===== config.mk =====
export PLATFORM = sky130hd
export DESIGN_NAME = hdmi_video_timing_gen
export DESIGN_NICKNAME = d
export VERILOG_FILES = /design/src/rtl/hdmi_video_timing_gen.sv
export SDC_FILE = /design/constraint.sdc
export NUM_CORES = 1
export LEC_CHECK = 0
export BUFFER_PORTS_ARGS = -buffer_cell sky130_fd_sc_hd__buf_4
export CORE_UTILIZATION = 40
export CTS_BUF_LIST = sky130_fd_sc_hd__clkbuf_8
export DETAILED_ROUTE_END_ITERATION = 6
export SLEW_MARGIN = 10
export SYNTH_ARGS = -nofsm -noshare
export SYNTH_HDL_FRONTEND = slang
export SYNTH_SLANG_ARGS = --single-unit

===== constraint.sdc =====
create_clock -name tx_clock -period 5.6 [get_ports tx_clock]
set_input_delay 1.4 -clock tx_clock [delete_from_list [all_inputs] [get_ports tx_clock]]
set_output_delay 1.4 -clock tx_clock [all_outputs]
set_load 0.02 [all_outputs]

===== src/rtl/hdmi_video_timing_gen.sv =====
// hdmi_video_timing_gen: HDMI raster timing generator pulling RGB888 pixels from a show-ahead FIFO.
// Define HDMI_TEST_PATTERN_EN to add the test_pattern input and its colour-bar override.
module hdmi_video_timing_gen #(
    parameter int          H_ACTIVE    = 1920,
    parameter int          H_FP        = 88,
    parameter int          H_SYNC      = 44,
    parameter int          H_BP        = 148,
    parameter int          V_ACTIVE    = 1080,
    parameter int          V_FP        = 4,
    parameter int          V_SYNC      = 5,
    parameter int          V_BP        = 36,
    parameter logic        HS_POL      = 1'b1,
    parameter logic        VS_POL      = 1'b1,
    parameter logic [23:0] BLANK_COLOR = 24'h000000
) (
    input  logic        tx_clock,
    input  logic        tx_rst_n,
    input  logic        enable,
    input  logic        clear_status,
    input  logic [23:0] pixel_data,
    input  logic        pixel_valid,
    input  logic        pixel_sof,
`ifdef HDMI_TEST_PATTERN_EN
    input  logic        test_pattern,
`endif
    output logic        pixel_ready,
    output logic [23:0] vid_data,
    output logic        vid_de,
    output logic        vid_hsync,
    output logic        vid_vsync,
    output logic [15:0] underflow_cnt,
    output logic        sof_err
);
    localparam int H_TOTAL = H_ACTIVE + H_FP + H_SYNC + H_BP;
    localparam int V_TOTAL = V_ACTIVE + V_FP + V_SYNC + V_BP;
    localparam int HW = $clog2(H_TOTAL);
    localparam int VW = $clog2(V_TOTAL);
    localparam logic [HW-1:0] H_ACT  = HW'(H_ACTIVE);
    localparam logic [HW-1:0] H_SS   = HW'(H_ACTIVE + H_FP);
    localparam logic [HW-1:0] H_SE   = HW'(H_ACTIVE + H_FP + H_SYNC);
    localparam logic [HW-1:0] H_LAST = HW'(H_TOTAL - 1);
    localparam logic [VW-1:0] V_ACT  = VW'(V_ACTIVE);
    localparam logic [VW-1:0] V_SS   = VW'(V_ACTIVE + V_FP);
    localparam logic [VW-1:0] V_SE   = VW'(V_ACTIVE + V_FP + V_SYNC);
    localparam logic [VW-1:0] V_LAST = VW'(V_TOTAL - 1);
    localparam logic [1:0] IDLE = 2'd0, SYNC = 2'd1, RUN = 2'd2;

    logic [1:0]    state, state_nxt;
    logic [HW-1:0] h_cnt;
    logic [VW-1:0] v_cnt;
    logic          origin, active, sof_bad, show, starve, pattern;
    logic [23:0]   bar_color, data_nxt;

`ifdef HDMI_TEST_PATTERN_EN
    localparam int BAR_W = H_ACTIVE / 8 > 0 ? H_ACTIVE / 8 : 1;
    localparam logic [23:0] BARS [8] = '{24'hFFFFFF, 24'hFFFF00, 24'h00FFFF, 24'h00FF00,
                                         24'hFF00FF, 24'hFF0000, 24'h0000FF, 24'h000000};
    logic [HW-1:0] bar_raw;
    always_comb begin
        bar_raw   = h_cnt / HW'(BAR_W);
        bar_color = BARS[bar_raw > HW'(7) ? 3'd7 : bar_raw[2:0]];
        pattern   = test_pattern;
    end
`else
    always_comb begin
        bar_color = BLANK_COLOR;
        pattern   = 1'b0;
    end
`endif

    always_comb begin
        origin      = h_cnt == '0 && v_cnt == '0;
        active      = state == RUN && h_cnt < H_ACT && v_cnt < V_ACT;
        pixel_ready = state == SYNC ? pixel_valid && !pixel_sof
                                    : active && pixel_valid && pixel_sof == origin;
        sof_bad     = active && pixel_valid && pixel_sof != origin;
        state_nxt   = !enable        ? IDLE
                    : state == IDLE  ? SYNC
                    : state == SYNC  ? (pixel_valid && pixel_sof ? RUN : SYNC)
                    : state == RUN   ? (origin && pixel_valid && !pixel_sof ? SYNC : RUN)
                    : IDLE;
        // Raster outputs only survive a cycle that stays in RUN; aborts and resyncs blank at once.
        show        = state == RUN && state_nxt == RUN;
        starve      = show && active && !pattern && !pixel_ready;
        data_nxt    = !(show && active) ? BLANK_COLOR
                    : pattern           ? bar_color
                    : pixel_ready       ? pixel_data
                    : BLANK_COLOR;
    end

    always_ff @(posedge tx_clock or negedge tx_rst_n) begin
        if (!tx_rst_n) begin
            state         <= IDLE;
            h_cnt         <= '0;
            v_cnt         <= '0;
            vid_data      <= BLANK_COLOR;
            vid_de        <= 1'b0;
            vid_hsync     <= !HS_POL;
            vid_vsync     <= !VS_POL;
            underflow_cnt <= '0;
            sof_err       <= 1'b0;
        end else begin
            state         <= state_nxt;
            h_cnt         <= !show || h_cnt == H_LAST ? '0 : h_cnt + 1'b1;
            v_cnt         <= !show ? '0 : h_cnt != H_LAST ? v_cnt : v_cnt == V_LAST ? '0 : v_cnt + 1'b1;
            vid_data      <= data_nxt;
            vid_de        <= show && active;
            vid_hsync     <= show && h_cnt >= H_SS && h_cnt < H_SE ? HS_POL : !HS_POL;
            vid_vsync     <= show && v_cnt >= V_SS && v_cnt < V_SE ? VS_POL : !VS_POL;
            underflow_cnt <= clear_status ? '0
                           : starve && underflow_cnt != '1 ? underflow_cnt + 1'b1
                           : underflow_cnt;
            sof_err       <= !clear_status && (sof_err || sof_bad);
        end
    end
endmodule

Yosys cells after proc, flatten, opt, wreduce, memory -nomap -nowiden. Cells that the tools add are included.

Register bits: 69. Input bits: 30. Output and inout bits: 45. Word-level logic and storage cells: 74.

Add/sub/neg operators: 3. $lt $le $gt $ge: 6. Eq/ne operators: 10. Muxes and demuxes: 17. Reductions and logical operators: 29.

Operators with widths (number): $mux W24 (2); $mux W11 (3); $mux W16 (2); $lt A11 B11 Y1 const B (2); $logic_and A1 B1 Y1 (19); $add A16 B1 Y16 const B (1); $ne A16 B16 Y1 const B (1); $add A12 B1 Y12 const B (1); $eq A12 B12 Y1 const B (1); $ge A12 B11 Y1 const B (1); $logic_not A12 Y1 (1); $lt A12 B11 Y1 const B (1); $lt A12 B12 Y1 const B (1); $mux W12 (1); $mux W2 (6); $ne A12 B12 Y1 const B (1); $add A11 B1 Y11 const B (1); $eq A11 B11 Y1 const B (1); $ge A11 B11 Y1 const B (1); $logic_not A11 Y1 (1); $eq A2 B2 Y1 const B (2); $logic_not A1 Y1 (4); $mux W1 (3); $eq A2 B1 Y1 const B (1); 6 further kinds (7).

Depth between registers and ports, before layout.
Word-level depth: 16. Gate-level depth with buffers: 9. Mapped depth without buffers: 8.

Worst setup path before layout. Ideal clock, no wire load.

Path kind: input-to-output. From: input port pixel_valid. To: output port pixel_ready. Data arrival time: 2294 ps. Setup slack: 1906 ps. Stages on the path: 4. Path buffers: 1. Cells stage by stage: nor2b_1 -> o2111a_1 -> a221o_1 -> clkbuf_1.

Cells in the longest elaborated chain, start to end: 3. Elaborated cells on any way between the ends: 4. Classes of those cells: mux (1); reduce/logical (3).

RTL lines: start, declared (line 21) `input logic pixel_valid,`; $logic_and A1 B1 Y1 (2 in series) (line 75) `: active && pixel_valid && pixel_sof == origin;`; $mux W1 * (line 74) `pixel_ready = state == SYNC ? pixel_valid && !pixel_sof`; end, declared (line 26) `output logic pixel_ready,`.

Mark *: on every way between the ends. The rest lies on a longest branch, timed or not.

Worst setup path in the final report. Same ends and word-level chain as after synthesis.

==> reports/results.ini <==
[run_status]
status = finished, final reports clean

[die]
fp-row-count = 33
die_w_um = 93.7
ioPinCount = 75
coreArea_um2 = 8180
start_util = 0.411
die_h_um = 93.7
dieArea_um2 = 8780

[cells_and_area]
final_cell_mix = buf_4 (74), dfrtp_1 (69), nor2_1 (34)
synthToLayoutAreaGrowth_pct = 24.7
final_common_cell = buf_4
post-route-util = 0.513
nNetsFinal = 439
layout-drive-gt1-share = 0.259
instances_no_fill = 514
diodes = 0

[job]
drv_cap = 0

[global_route]
grtUsageTotal = 0.184
grt-ovfl-total = 0
grt_pass1_vias = 2592
grt_pass1_wl_um = 12600
grt_start_max_net_pins = 70
antenna_found_initial = 0

[clock_tree]
path_clk_slew_ps = 80
cts_buffers = 9
cts_hold_buf = 0
clockBufferDepth = 2
clk_latency_ps = 350
root_buffer = clkbuf_8
cts_tree = yes
cts.repair.resized = 0
cts.sinks = 69
cts_setup_buffers = 0
htreeDepth = 3

[sta]
hold_viol = 0
whs_ps = 507
setup_violations = 0
finClkSkew_ps = 13.2
fin_crit_sh = 0.749
max_freq_mhz = 238
rsz0062_at_grt = false
finalCriticalPeriod_ps = 4190
setup_tns_ps = 0
worstMarginPinSlew_ps = 1240
slew_headroom = 0.163
drv_slew = 0

[worst_setup_path]
crit_path_start = pixel_valid
required_ps = 4200
r2r-start = v_cnt[0]
cp.arrival_ps = 2790
critPathKind = primary input to output pin
critPathLaunchType = primary input
setup.worst_path.end_class = output pin
worstPathCellList = buf_4 > nor2b_1 > o2111a_1 > a221o_1 > buf_4
critPathMaxStageDelay_ps = 600
cpMaxStageDelayCell = a221o_1
path_max_fanout = 24
crit_top_cell = buf_4

[synth]
ys_warn_count = 0
ys_top_cells_by_area = dfrtp_1 (51%), and2_1 (4.8%), nor2_1 (3.8%)
synth_edf_count = 0
async_flop_share = 1.00
syn_area_per_cell_um2 = 10.1
yosysSeqAreaShare = 0.513
yosysTopAreaCellShare = 0.513
ys_types = 48
yosysTopAreaCell = dfrtp_1
synth_seq_cells = 69
syn_nets = 367
synth_cells = 332
synth_area_um2 = 3360
yosys_most_used_dff = dfrtp_1

[detailed_routing]
drt_iter0_drc = 179
highest_layer = met4
wl_met3_um = 546
drcViolationCount = 0
drt_wl_total_um = 7500
post_drt_via_cell_ratio = 5.29
met1Wirelength_um = 3490
met2WireLength_um = 3400
detail-route-antenna-nets = 0
vias = 2721
firstDrtPassIters = 4
wire_per_inst_um = 14.6

[pwr]
powerDensity_nw_per_um2 = 230
vdd_drop_max_uv = 159
p_total_mw = 0.964
p_leak_nw = 1.94

[worst_hold_path]
worstHoldStart = sof_err
hp-class = flop to flop

[place]
dp.cells = 498
port_buffers = 74
place_congestion = 0.812
place_hpwl_um = 5160

==> routing by layer <==
| layer | track usage | vias up |
|---|---|---|
| met5 | 0 | - |
| met4 | 0.0577 | 0 |
| met3 | 0.0639 | 7 |
| met2 | 0.270 | 72 |
| met1 | 0.255 | 1309 |
| li1 | - | 1333 |
==> cells in the mapped netlist, drive strengths merged (2+ instances only) <==
| master | number |
|---|---|
| dfrtp | 69 |
| nor2 | 34 |
| and2 | 26 |
| nand3 | 23 |
| nand2 | 18 |
| nor4 | 14 |
| nor2b | 12 |
| a21oi | 10 |
| clkbuf | 10 |
| nor3 | 9 |
| and3 | 8 |
| mux2 | 8 |
| nand4 | 8 |
| o21ai | 8 |
| inv | 7 |
| or4 | 7 |
| o31ai | 6 |
| xnor2 | 6 |
| xor2 | 6 |
| ha | 5 |
| mux2i | 4 |
| a41oi | 3 |
| buf | 3 |
| nand2b | 3 |
| o31a | 3 |
| a21o | 2 |
| and4 | 2 |
| nor4b | 2 |
==> per-stage QoR <==
step	area (µm²)	setup slack (ps)
CTS	4200	1410
global route	4200	1250
global placement	3990	1460
floorplan	3360	1910
finish	4200	1410
detailed placement	3990	1440
==> final cells by class <==
class	instances	area (µm²)
multi-input combinational	243	1550
clock inverter	7	81.3
inverter	7	26.3
tap	105	131
clock buffer	9	124
fill	795	3980
sequential	69	1730
timing repair buffer	74	556
==> final timing paths <==
| check | to | slack [ps] | depth (start not counted) |
|---|---|---|---|
| max | pixel_ready | 1410 | 5 |
| min reg2reg | sof_err | 510 | 2 |
| max in group asynchronous | vid_data[8] | 3870 | 1 |
| min in group asynchronous | v_cnt[4] | 1160 | 1 |
| max reg2reg | vid_data[11] | 2150 | 8 |
| min | sof_err | 510 | 2 |
==> critical path, delay by kind of cell <==
family	cells	cell delay, ps
AOI/OAI and AO/OA	2	810
and+or+nand+nor	1	190
buffers and inverters	2	390
==> state kept, by name (all words and copies together) (netlist names) <==
name and cells:
h_cnt 12, sof_err 1, state 2, underflow_cnt 16, v_cnt 11, vid_data 24, vid_de 1, vid_hsync 1
vid_vsync 1
==> where the power goes <==
part	internal (mW)	total [mW]	leakage, nW	switching, mW
logic	0.0189	0.0436	0.873	0.0246
clock network	0.211	0.421	0.100	0.210
registers	0.499	0.500	0.962	0.000748
total	0.729	0.964	1.94	0.235
==> cell families (layout without fill, tap and decap cells) <==
kind of cell | after synthesis | count (layout) | synth area share
mux | 12 | 12 | 0.0387
buf+inv | 20 | 97 | 0.0272
compound gates | 42 | 42 | 0.0893
flops | 69 | 69 | 0.513
xor+xnor | 12 | 12 | 0.0312
simple gates | 172 | 172 | 0.282
fa+ha+maj | 5 | 5 | 0.0186
Power figures use the tool's default switching activity.
